**src/rtl/barrel_shift_pipe.sv**
```systemverilog
// barrel_shift_pipe: N-stage pipelined SLL/SRL/SRA/ROL barrel shifter with valid/ready handshake.
// Define BSP_FLAGS_EN to add the out_carry port and its flag pipeline.
module barrel_shift_pipe #(
  parameter int N = 3
) (
  input  logic            clk,
  input  logic            reset,
  input  logic            in_valid,
  output logic            in_ready,
  input  logic [2**N-1:0] in_data,
  input  logic [N-1:0]    in_shamt,
  input  logic [1:0]      in_op,
  output logic            out_valid,
  input  logic            out_ready,
  output logic [2**N-1:0] out_data
`ifdef BSP_FLAGS_EN
  ,
  output logic            out_carry
`endif
);
  localparam int W = 2**N;
  logic         w_adv;
  logic [W-1:0] w_rev_in, w_rev_out;
  assign w_adv    = out_ready | ~out_valid;
  assign in_ready = w_adv;
  // right shifts run through the left-shift datapath on a bit-reversed operand
  always_comb
    for (int i = 0; i < W; i++) begin
      w_rev_in[i]  = in_data[W-1-i];
      w_rev_out[i] = g_st[N-1].r_d[W-1-i];
    end
  for (genvar k = 0; k < N; k++) begin : g_st
    localparam int S = 2**k;
    logic [W-1:0] w_di, w_sh, r_d;
    logic [N-1:k] w_si;
    logic [1:0]   w_oi, r_op;
    logic         w_vi, w_fi, r_v;
`ifdef BSP_FLAGS_EN
    logic         w_ci, w_cn, r_c;
`endif
    if (k == 0) begin : g_src
      assign w_di = (in_op[1] ^ in_op[0]) ? w_rev_in : in_data;
      assign w_si = in_shamt;
      assign w_oi = in_op;
      assign w_vi = in_valid;
      assign w_fi = (in_op == 2'b10) & in_data[W-1];
`ifdef BSP_FLAGS_EN
      assign w_ci = 1'b0;
`endif
    end else begin : g_src
      assign w_di = g_st[k-1].r_d;
      assign w_si = g_st[k-1].g_keep.r_sh;
      assign w_oi = g_st[k-1].r_op;
      assign w_vi = g_st[k-1].r_v;
      assign w_fi = g_st[k-1].g_keep.r_f;
`ifdef BSP_FLAGS_EN
      assign w_ci = g_st[k-1].r_c;
`endif
    end
    assign w_sh = w_si[k] ? {w_di[W-1-S:0], (w_oi == 2'b11) ? w_di[W-1 -: S] : {S{w_fi}}} : w_di;
    always_ff @(posedge clk or posedge reset)
      if (reset) begin
        r_v  <= 1'b0;
        r_d  <= '0;
        r_op <= '0;
      end else if (w_adv) begin
        r_v  <= w_vi;
        r_d  <= w_sh;
        r_op <= w_oi;
      end
`ifdef BSP_FLAGS_EN
    // the last bit leaving the top is always at W-S before this stage's shift
    assign w_cn = w_si[k] ? w_di[W-S] : w_ci;
    always_ff @(posedge clk or posedge reset)
      if (reset) r_c <= 1'b0;
      else if (w_adv) r_c <= w_cn;
`endif
    if (k < N-1) begin : g_keep
      logic [N-1:k+1] r_sh;
      logic           r_f;
      always_ff @(posedge clk or posedge reset)
        if (reset) begin
          r_sh <= '0;
          r_f  <= 1'b0;
        end else if (w_adv) begin
          r_sh <= w_si[N-1:k+1];
          r_f  <= w_fi;
        end
    end
  end
  assign out_valid = g_st[N-1].r_v;
  assign out_data  = (g_st[N-1].r_op[1] ^ g_st[N-1].r_op[0]) ? w_rev_out : g_st[N-1].r_d;
`ifdef BSP_FLAGS_EN
  assign out_carry = g_st[N-1].r_c;
`endif
endmodule
```
**config.mk**
```make
export PLATFORM = sky130hd
export DESIGN_NAME = barrel_shift_pipe
export DESIGN_NICKNAME = d
export VERILOG_FILES = /design/src/rtl/barrel_shift_pipe.sv
export SDC_FILE = /design/constraint.sdc
export NUM_CORES = 1
export LEC_CHECK = 0
export ABC_AREA = 0
export CAP_MARGIN = 20
export CORE_UTILIZATION = 30
export DETAILED_ROUTE_END_ITERATION = 12
export PLACE_DENSITY = 0.48
export RECOVER_POWER = 50
export SLEW_MARGIN = 10
export SYNTH_ARGS = -nofsm -noshare
export SYNTH_HDL_FRONTEND = slang
export SYNTH_SLANG_ARGS = --single-unit
```
**constraint.sdc**
```tcl
create_clock -name clk -period 2.02 [get_ports clk]
set_clock_uncertainty 0.15 [all_clocks]
set_input_delay 0.404 -clock clk [delete_from_list [all_inputs] [get_ports clk]]
set_output_delay 0.404 -clock clk [all_outputs]
set_load 0.005 [all_outputs]
```
## Word level (Yosys, flattened, before mapping)

Cells that the tools add are included.

- Bits in registers: 38
- Bits of input ports: 17
- Output and inout bits: 10
- Logic and storage cells: 30

- Equal/unequal tests: 4
- Muxes and demuxes: 8
- Bitwise gates (word level): 5

Operator list:

| operator | count |
|---|---|
| $mux 8 | 5 |
| $eq 2x2->1 const B | 4 |
| $mux 4 | 1 |
| $mux 2 | 1 |
| $xor 1x1->1 | 2 |
| $and 1x1->1 | 1 |
| $mux 1 | 1 |
| $not 1->1 | 1 |
| $or 1x1->1 | 1 |

## Depth between registers and ports, before layout

- Word-level depth: 4
- Depth in mapped cells: 6
- Mapped depth without buffers: 5

## Worst setup path before layout

No wires, ideal clock.

- Path type: input-to-reg
- Start: in in_op[0]
- End: reg g_st[0].r_d[1]
- Setup time: 0.123 ns
- Arrival time: 1.568 ns
- Data required time: 1.747 ns
- Slack: 0.180 ns
- Stages on the path: 6
- Path buffers: 1
- Path through: inv_1 ha_1 buf_6 mux2_4 or3_1 o221a_2

- Word-level cells in the longest chain between the ends: 3

RTL lines:

| item | line | text |
|---|---|---|
| start: declaration | 12 | `input logic [1:0] in_op,` |
| $xor 1x1->1 | 42 | `assign w_di = (in_op[1] ^ in_op[0]) ? w_rev_in : in_data;` |
| $mux 8 | 42 |  |
| $mux 8 | 60 | `assign w_sh = w_si[k] ? {w_di[W-1-S:0], (w_oi == 2'b11) ? w_di[W-1 -: S] : {S{w_fi}}} : w_di;` |
| end signal: assignment | 68 | `r_d <= w_sh;` |
| end: declaration | 34 | `logic [W-1:0] w_di, w_sh, r_d;` |

No other way between the ends.
A chain may end at the register's enable or synchronous reset.

## Worst setup path after layout

Same ends and word-level chain as after synthesis.

==> results.py <==
metrics = {
    "run_status": {
        "status": "finished, final reports clean",
    },
    "worst_hold_path": {
        "hold-path-cell-count": 2,
        "whs_endpoint": "g_st[1].r_v$_DFFE_PP0P_",
        "hold_path.startpoint": "g_st[1].r_v$_DFFE_PP0P_",
        "min_path_type": "register to register",
    },
    "setup_path": {
        "end_kind": "register",
        "cp_max_fo": 8,
        "worst-setup-path-type": "input port to register",
        "reg2reg_to": "g_st[0].r_d[1]$_DFFE_PP0P_",
        "r2r_slack_ps": 460,
        "r2r_cells": 4,
        "cp.arrival_ps": 2010,
        "cp.required_ps": 2050,
        "cp-start-kind": "input port",
        "reg2reg_from": "out_valid$_DFFE_PP0P_",
    },
    "cts": {
        "clk_latency_ps": 290,
        "cts_buffers": 5,
        "htreeDepth": 2,
        "root_buffer": "clkbuf_8",
        "clockBufferDepth": 2,
        "cts_tree": "yes",
        "clkSinkCount": 38,
        "path_clk_slew_ps": 70,
        "hold_buffers": 0,
    },
    "synth": {
        "yosys_warnings": 0,
        "synth_common_cells": "nand2_1, dfrtp_1, o21ai_0, mux2i_1, nand3_1",
        "yosys-top-cells-area": "dfrtp_1, nand2_1, o21ai_0",
        "syn_nets": 238,
        "synth.cell_area_um2": 1970,
        "synth_top_area_cell": "dfrtp_1",
        "ys_seq_area_frac": 0.483,
        "ys_types": 28,
        "synth_seq_cells": 38,
        "synth.most_common_cell": "nand2_1",
        "synth_edf_count": 0,
        "synth_cells": 219,
        "async_reset_ff_frac": 1.00,
        "yosysTopAreaCellShare": 0.483,
        "syn_avg_cell_area_um2": 8.99,
        "ys.flop_type": "dfrtp_1",
    },
    "routing": {
        "wirelength_um": 4040,
        "wire_per_inst_um": 12.3,
        "ant_nets": 0,
        "viasPerCell": 4.63,
        "via_count": 1522,
        "routed.top_layer": "met4",
        "drc_errors": 0,
        "drt_pre_antenna_iters": 4,
        "met3WireLength_um": 148,
        "first_iter_violations": 84,
        "m1WireLength_um": 1830,
        "dr_wl_met2_um": 2010,
    },
    "final_layout": {
        "fillCellCount": 660,
        "final_area_um2": 2460,
        "fin_util": 0.388,
        "diodes": 0,
        "multiInputGateArea_um2": 973,
        "regArea_um2": 951,
        "nNetsFinal": 270,
        "drive_gt1_frac": 0.135,
        "finalNonFillerCells": 329,
        "syn2layout_area_growth_pct": 25.0,
    },
    "floorplanning": {
        "fp.dieW_um": 83.0,
        "pin_count": 27,
        "die-area_um2": 6890,
        "core_area_um2": 6350,
        "start_util": 0.310,
        "die_y_um": 83.0,
        "rows": 29,
    },
    "sta": {
        "max_freq_ghz": 0.505,
        "rsz0062_at_grt": "yes",
        "setup_viol": 0,
        "setup_slack_ps": 40.2,
        "slew_violations": 0,
        "layout_worst_path_cycle_share": 0.980,
        "worst_slew_pin_slew_ps": 946,
        "maxSlewHeadroom": 0.369,
        "period_minus_slack_ps": 1980,
        "hold_viol_final": 0,
    },
    "pwr": {
        "leakage_uw": 0.00117,
        "powerDensity_nw_per_um2": 1260,
        "total_power_uw": 3090,
        "ir_drop_uv": 773,
    },
    "global_routing": {
        "grt_usage": 0.129,
        "grt_first_pass_wirelength_um": 7030,
        "antenna_found_initial": 0,
        "grt_pass1_vias": 1496,
        "grt_overflow": 0,
        "grt_max_degree": 39,
    },
    "place": {
        "place_inst": 319,
        "routabilityCongestion": 0.685,
        "port_buffers": 26,
        "place_area_um2": 2350,
        "dp_hpwl_um": 2840,
        "place_ws_ps": -423,
    },
    "job": {
        "cap_viol_max_count": 0,
    },
}
-- cell families after synthesis --
family / synth area share
AND/OR/NAND/NOR: 0.233
buffers and inverters: 0.0426
flip-flops: 0.483
adder cells (fa/ha/maj): 0.0127
multiplexers: 0.120
XOR/XNOR: 0.0133
AO/OA/AOI/OAI: 0.0959
-- critical path, stage by stage --
cell             delay (ps)
clkdlybuf4s50_1         490
inv_2                    60
ha_4                    320
mux2_4                  310
or3_1                   300
o221a_2                 120
-- routing by layer --
metal / track usage / vias up
li1: - / 796
met2: 0.230 / 30
met5: 0 / -
met3: 0.0388 / 4
met1: 0.144 / 692
met4: 0.0470 / 0
-- how the worst max path moves through the flow --
stage	from	to	cells past startpoint
2_1_floorplan	in_op[0]	g_st[0].r_d[1]$_DFFE_PP0P_	6
5_1_grt	g_st[2].r_op[0]$_DFFE_PP0P_	out_data[2]	5
6_report	in_op[0]	g_st[0].r_d[1]$_DFFE_PP0P_	6
3_3_place_gp	in_op[0]	g_st[0].r_d[1]$_DFFE_PP0P_	6
4_1_cts	g_st[2].r_op[1]$_DFFE_PP0P_	out_data[6]	6
3_5_place_dp	in_op[0]	g_st[0].r_d[1]$_DFFE_PP0P_	6
-- where the power goes --
part,switching [uW],internal [uW],leakage (uW)
Combinational,568,655,0.000663
Sequential,288,1050,0.000459
Clock,260,275,0.0000482
-- final cells by class --
class	instances	share of cell area
Inverter	4	0.00610
Multi-Input combinational cell	165	0.396
Clock buffer	7	0.0351
Timing Repair Buffer	37	0.136
Clock inverter	1	0.00203
Tap cell	77	0.0391
Sequential cell	38	0.386
-- stage by stage --
| step | hold slack, ps | setup TNS [ps] |
|---|---|---|
| after floorplan | 279 | 0 |
| after global placement | 291 | -2970 |
| after detailed placement | 297 | -3130 |
| after CTS | 314 | -30.6 |
| after global routing | 328 | -10.7 |
| final | 307 | 0 |
-- flip-flops by register name, summed over array words and instances (netlist names) --
| signal | cells |
|---|---|
| g_st.r_v | 2 |
| g_st.r_op | 6 |
| g_st.g_keep.r_sh | 3 |
| out_valid | 1 |
| g_st.r_d | 24 |
| g_st.g_keep.r_f | 2 |
-- timing repair --
item                                    4_1_cts  5_1_grt
setup buffers                                 1        2
endpoints found under the hold margin         0        0
gates resized for setup                      16       13
pin swaps                                     1        2
endpoints found under the setup margin       17        7
-- cells in the final DEF, fill, tap and decap left out, types with 2 or more instances in the layout --
cell and count:
a21bo_2 2, and3_1 7, buf_4 8, clkbuf_2 4
clkbuf_8 6, clkdlybuf4s15_1 5, clkdlybuf4s50_1 16, dfrtp_1 38
inv_1 3, mux2_2 2, mux2i_1 12, mux4_1 3
nand2_1 88, nand3_1 8, o21ai_0 25, o221a_2 2
Note: power is estimated with default switching activity, not from simulation.
